$ cat src/rtl/synch_up_counter.sv
// ----------------------------------------------------------------------------
// synch_up_counter
//
// Synchronous loadable modulo up counter. Counts 0..limit and then either
// wraps back to 0 (ONE_SHOT=0) or parks at the terminal value (ONE_SHOT=1).
// Reports terminal count, a one-cycle wrap pulse, a sticky overflow flag, and
// the run/done state of its small control FSM. Intended to drive timers and
// sequencers.
//
// Parameters
//   WIDTH     counter / data width in bits
//   ONE_SHOT  0 = wrap to 0 at terminal, 1 = stop at terminal and assert done
//
// Ports
//   clk    in   1      rising-edge clock
//   rst    in   1      asynchronous active-low reset (0 = reset)
//   d      in   WIDTH  parallel load value
//   load   in   1      synchronous load strobe, highest priority after reset
//   en     in   1      count enable
//   limit  in   WIDTH  terminal value, counting range is 0..limit
//   q      out  WIDTH  registered count
//   tc     out  1      terminal count, combinational (q >= limit)
//   wrap   out  1      registered 1-cycle pulse after a q -> 0 wrap
//   ovf    out  1      sticky flag, set by any wrap, cleared by load
//   done   out  1      registered, 1 while the FSM is in DONE
//   busy   out  1      registered, 1 while the FSM is in RUN
// ----------------------------------------------------------------------------
module synch_up_counter #(
    parameter int WIDTH    = 4,
    parameter bit ONE_SHOT = 1'b0
) (
    input  logic             clk,
    input  logic             rst,
    input  logic [WIDTH-1:0] d,
    input  logic             load,
    input  logic             en,
    input  logic [WIDTH-1:0] limit,
    output logic [WIDTH-1:0] q,
    output logic             tc,
    output logic             wrap,
    output logic             ovf,
    output logic             done,
    output logic             busy
);

    typedef enum logic [1:0] {
        IDLE = 2'd0,
        RUN  = 2'd1,
        DONE = 2'd2
    } state_t;

    state_t           state;
    state_t           state_nxt;
    logic [WIDTH-1:0] q_nxt;
    logic             wrap_nxt;
    logic             ovf_nxt;
    logic             at_term;

    // A ">=" compare (not "==") makes a loaded value above limit, or a limit
    // lowered underneath a running count, terminal on the very next count.
    assign at_term = (q >= limit);
    assign tc      = at_term;

    // ------------------------------------------------------------------------
    // Next-state / next-count logic. Priority per edge: load > terminal > en.
    // ------------------------------------------------------------------------
    always_comb begin
        // NOTE: every output of this block gets a default first, so no path
        // leaves a signal unassigned and no latch is inferred.
        state_nxt = state;
        q_nxt     = q;
        wrap_nxt  = 1'b0;
        ovf_nxt   = ovf;

        if (load) begin
            // Load wins over counting; the loaded value is taken as-is even
            // when it exceeds limit.
            q_nxt     = d;
            state_nxt = IDLE;
            ovf_nxt   = 1'b0;
        end else begin
            unique case (state)
                IDLE, RUN: begin
                    if (en) begin
                        if (at_term) begin
                            if (ONE_SHOT) begin
                                // Park on the terminal value; no wrap, no ovf.
                                state_nxt = DONE;
                            end else begin
                                q_nxt     = '0;
                                wrap_nxt  = 1'b1;
                                ovf_nxt   = 1'b1;
                                state_nxt = RUN;
                            end
                        end else begin
                            // q < limit here, so q+1 can never roll over; an
                            // all-ones limit reaches 0 only via the wrap path.
                            q_nxt     = q + 1'b1;
                            state_nxt = RUN;
                        end
                    end else begin
                        state_nxt = IDLE;
                    end
                end

                DONE: begin
                    // Only load (above) or reset leaves DONE; en is ignored.
                    state_nxt = DONE;
                end

                default: begin
                    state_nxt = IDLE;
                end
            endcase
        end
    end

    // ------------------------------------------------------------------------
    // State and output registers. done/busy are registered from the next
    // state so they line up exactly with the state register.
    // ------------------------------------------------------------------------
    always_ff @(posedge clk or negedge rst) begin
        if (!rst) begin
            state <= IDLE;
            q     <= '0;
            wrap  <= 1'b0;
            ovf   <= 1'b0;
            done  <= 1'b0;
            busy  <= 1'b0;
        end else begin
            // NOTE: non-blocking assignments keep every register sampling the
            // pre-edge values, independent of statement order.
            state <= state_nxt;
            q     <= q_nxt;
            wrap  <= wrap_nxt;
            ovf   <= ovf_nxt;
            done  <= (state_nxt == DONE);
            busy  <= (state_nxt == RUN);
        end
    end

endmodule

$ cat config.mk
export PLATFORM = sky130hd
export DESIGN_NAME = synch_up_counter
export DESIGN_NICKNAME = d
export VERILOG_FILES = /design/src/rtl/synch_up_counter.sv
export SDC_FILE = /design/constraint.sdc
export NUM_CORES = 1
export LEC_CHECK = 0
export ABC_CLOCK_PERIOD_IN_PS = 2300
export CORE_MARGIN = 2
export CORE_UTILIZATION = 42
export DETAILED_ROUTE_END_ITERATION = 8
export PLACE_DENSITY_LB_ADDON = 0.08
export SKIP_CTS_REPAIR_TIMING = 1
export SYNTH_ARGS = -nofsm -noshare
export SYNTH_HDL_FRONTEND = slang
export SYNTH_SLANG_ARGS = --single-unit
export TNS_END_PERCENT = 5
$ cat constraint.sdc
create_clock -name clk -period 2.3 [get_ports clk]
set_input_delay 0.345 -clock clk [delete_from_list [all_inputs] [get_ports clk]]
set_output_delay 0.345 -clock clk [all_outputs]
set_load 0.03 [all_outputs]
# Word-level counts from Yosys, hierarchy flattened
# Index checks and enable logic that the tools add are counted.
[classes] n_addsub=1 order_cmp=1 n_eq_ne=4 muxes=15 reduce_logical=7
[op_table] operator="$mux W4" count=4
[op_table] operator="$mux W1" count=9
[op_table] operator="$reduce_bool A2 Y1" count=3
[op_table] operator="$add A4 B1 Y4 const B" count=1
[op_table] operator="$eq A2 B1 Y1 const B" count=2
[op_table] operator="$eq A2 B2 Y1 const B" count=2
[op_table] operator="$ge A4 B4 Y1" count=1
[op_table] operator="$pmux W2 S2" count=1
[op_table] operator="$reduce_and A3 Y1" count=1
[op_table] operator="$logic_not A2 Y1" count=1
[op_table] operator="$mux W2" count=1
[op_table] operator="$reduce_and A2 Y1" count=1
[op_table] operator="$reduce_or A2 Y1" count=1
[totals] regBits=10 wordCells=34

# Longest topological paths before layout
# Gate-level depths: netlist (run 1).
[depth] depth_word=5 mapped_depth=6 mapped_depth_nobuf=6

# Worst setup path after synthesis (run 1)
# OpenSTA, ideal clock, no wires.
[synth_path] kind="register -> output" start="reg q[0]" end="out tc" arrival_time_ns=1.738 required_ns=1.955 path_slack_ns=0.217 path_stages_with_launch=6 n_path_buf=0 cell_sequence="dfrtp_1 -> inv_1 -> ha_1 -> nand2b_4 -> a2111oi_4 -> nor2_1"
[synth_via] elab_chain_len=1
[synth_rtl] item="start: declaration" line_no="38" rtl="output logic [WIDTH-1:0] q,"
[synth_rtl] item="start signal: assignment" line_no="134" rtl="q <= q_nxt;"
[synth_rtl] item="$ge A4 B4 Y1" line_no="61" rtl="assign at_term = (q >= limit);"
[synth_rtl] item="end: declaration" line_no="39" rtl="output logic tc,"
# Every way passes these cells.

# Worst setup path in the final report (run 1)
[layout_path] start="in limit[0]" end="out tc"
[layout_via] elab_chain_len=1
[layout_rtl] item="start: declaration" line_no="37" rtl="input logic [WIDTH-1:0] limit,"
[layout_rtl] item="$ge A4 B4 Y1" line_no="61"
# Every way passes these cells.

==> key figures, run 1 <==
Status
  • Status: finished clean

Clock tree
  • Clk sinks: 10
  • Clk pin slew, worst setup/hold paths: 0.07 ns
  • Worst-skew pair later-pin latency: 0.27 ns
  • CTS buffer count: 3
  • Clock Tree Buf Depth: 2
  • H-tree level count: 1
  • Clock Root Buffer: clkbuf_4
  • CTS tree: yes

Synth
  • Synth Area in XOR/XNOR: 0
  • Mux share of post-synthesis cell area: 0
  • Dominant cell type by area after synthesis: dfrtp_1
  • Post-synthesis simple-gate area fraction: 0.207
  • Compound-cell area share of the yosys netlist: 0.189
  • Seq/Total Area, Yosys: 0.441
  • Syn Nets: 74
  • Area contributors post-synth: dfrtp_1 (44%), ha_1 (11%), a21oi_1 (7.9%)
  • Post-Synthesis Cells: 57
  • Syn Std Cell Area: 568 um2
  • Top cell type's share of synthesized area: 0.441
  • Largest family of logic cells by synthesized area: simple AND/OR/NAND/NOR gates
  • Synth Register Bits: 10
  • Average size of a mapped cell: 9.97 um2
  • Post-synth cell types: 20
  • Post-synthesis adder-cell area fraction: 0.110
  • Yosys Warn Count: 0

Critical path
  • R2R cell count: 7
  • Setup crit start: limit[0]
  • Max Fanout on Critical Path: 2
  • Crit. path cell count: 6
  • CP Cell Sequence: clkdlybuf4s50_1 -> ha_1 -> nand2b_4 -> a2111oi_4 -> nor2_1 -> dlymetal6s2s_1
  • CP delay by family, top: buffers and inverters
  • CP max stage cell: clkdlybuf4s50_1
  • Worst path buffer plus inverter count: 2
  • Type of the worst setup path: input pin to output port
  • Critical Path AT: 1.86 ns
  • Slowest stage delay, CP: 0.40 ns
  • CP required: 1.96 ns
  • Crit path capture type: output port
  • Setup crit start kind: input pin
  • Worst r2r src: q[0]

Timing
  • Setup-failing EPs final: 0
  • Setup TNS: 0 ns
  • Max Transition Viols Final: 0
  • Hold_ws: 0.393 ns
  • Tmin final: 2.20 ns
  • Hold Violations, Final: 0
  • Setup Skew: 0.00918 ns
  • Unrepaired setup endpoints after global routing: false
  • Worst-Margin Slew: 0.462 ns
  • Worst slew margin: 0.691
  • Maximum clock frequency: 454 MHz
  • Period utilization: 0.958

Place
  • DP Cell Count: 93
  • HPWL reported at the end of detailed placement: 868 um
  • Placer congestion estimate: 0.799
  • PortBufs: 20
  • Post-DP Area: 802 um2

Detailed routing
  • 1st-iter DRT viols: 7
  • Vias per cell: 5.29
  • Routed vias: 513
  • Final WL: 1170 um
  • Drt drc: 0
  • TritonRoute pass-1 iters: 4
  • Antenna viol nets, final: 0
  • Routed len/inst: 12.0 um

Min path
  • Hold Crit Class: input pin to asynchronous set/reset pin

Global routing
  • Initial antenna violation count: 0
  • Global-route wire length before repair: 1900 um
  • Largest net degree at the start of global routing: 15
  • GRT overflow: 0
  • GRT Total Usage: 0.188
  • Vias in the first global route: 450

Die
  • Die Height: 40.8 um
  • Core Area: 1280 um2
  • Die X: 40.8 um
  • Die footprint: 1660 um2
  • Rows: 13
  • Starting density of the core: 0.442
  • IO Count: 21

Final layout
  • Share of cells above drive strength 1: 0.110
  • Area Growth Syn to Fin: 48.0%
  • Diode count: 0
  • Total Nets Final: 100
  • Post-route insts no fill: 97
  • Most frequent cells in the layout: clkdlybuf4s50_1 (19), dfrtp_1 (10), a21oi_1 (9), inv_1 (6)
  • Post-route cell area: 841 um2
  • Commonest non-fill, non-tap cell in the layout: clkdlybuf4s50_1

Power
  • Pleak: 0.380 nW
  • Pwr Total: 0.000576 W
  • Power density over the cells: 685 nW/um2
  • Peak VDD IR: 0.000479 V

Flow run
  • Max_cap viols: 0
==> flip-flops by register name, indices dropped and copies added, names as in the netlist <==
register	flops
ovf	1
state	2
wrap	1
busy	1
done	1
q	4
==> metal layers <==
metal,track usage,share of wire,vias to the layer above
met2,0.329,0.53,19
met3,0.0978,0.070,2
met5,0,0,-
met1,0.195,0.39,242
met4,0.0500,0.0043,0
li1,-,-,250
==> logic make-up after synthesis <==
| kind of cell | after synthesis |
|---|---|
| AOI/OAI and AO/OA | 15 |
| buffers and inverters | 8 |
| and+or+nand+nor | 19 |
| adders and majority gates | 5 |
| DFF | 10 |
==> cells in the mapped netlist <==
cell type,number
clkbuf_1,1
o211ai_1,2
inv_1,6
a21oi_1,9
nor2b_1,5
nor4_1,1
or3_1,1
nor3b_1,3
and2_1,1
dfrtp_1,10
nand2b_1,1
nor3_1,1
nor2_1,4
o21a_1,1
a2111oi_4,1
o22ai_1,2
buf_1,1
nand2b_4,1
ha_1,5
nand3_1,1
==> cell type report <==
type | instances | area [um2]
fill | 112 | 444
multi-input combinational | 39 | 288
sequential | 10 | 250
timing repair buffer | 23 | 225
clock buffer | 4 | 36.3
inverter | 6 | 22.5
tap | 15 | 18.8
==> where the power goes <==
group / leakage [nW] / internal [W] / switching (W)
Sequential: 0.126 / 0.000191 / 0.0000144
Clock: 0.0210 / 0.0000960 / 0.0000596
Combinational: 0.232 / 0.000104 / 0.000111
Total: 0.380 / 0.000391 / 0.000185
==> final timing paths <==
check	to	slack, ns
max	tc	0.1
min	q[0]	0.39
max reg2reg	q[0]	0.53
min reg2reg	state[1]	0.42
max in group asynchronous	busy	1.58
min in group clk	state[1]	0.42
==> through the flow <==
step | utilization | worst slack, ns
global route | 0.654 | 0.0390
finish | 0.654 | 0.0966
global placement | 0.624 | -0.234
detailed placement | 0.624 | -0.270
CTS | 0.652 | -0.273
floorplan | - | 0.217
==> worst reg2reg max path, stage by stage, from the launching register on <==
cell       delay [ns]
dfrtp_1          0.38
inv_1            0.10
ha_1             0.23
nand2b_4         0.14
a2111oi_4        0.35
buf_4            0.20
o211ai_1         0.13
a21oi_1          0.16
Note: power is estimated with default switching activity, not from simulation.
==> inputs of run 2 (changes only) <==
--- a/config.mk
+++ b/config.mk
@@ -11,6 +11,7 @@
 export DETAILED_ROUTE_END_ITERATION = 8
 export PLACE_DENSITY_LB_ADDON = 0.08
 export SKIP_CTS_REPAIR_TIMING = 1
+export SKIP_LAST_GASP = 1
 export SYNTH_ARGS = -nofsm -noshare
 export SYNTH_HDL_FRONTEND = slang
 export SYNTH_SLANG_ARGS = --single-unit
==> results of run 2 <==
The final DEF is identical to that of run 1; final timing and power are the same.
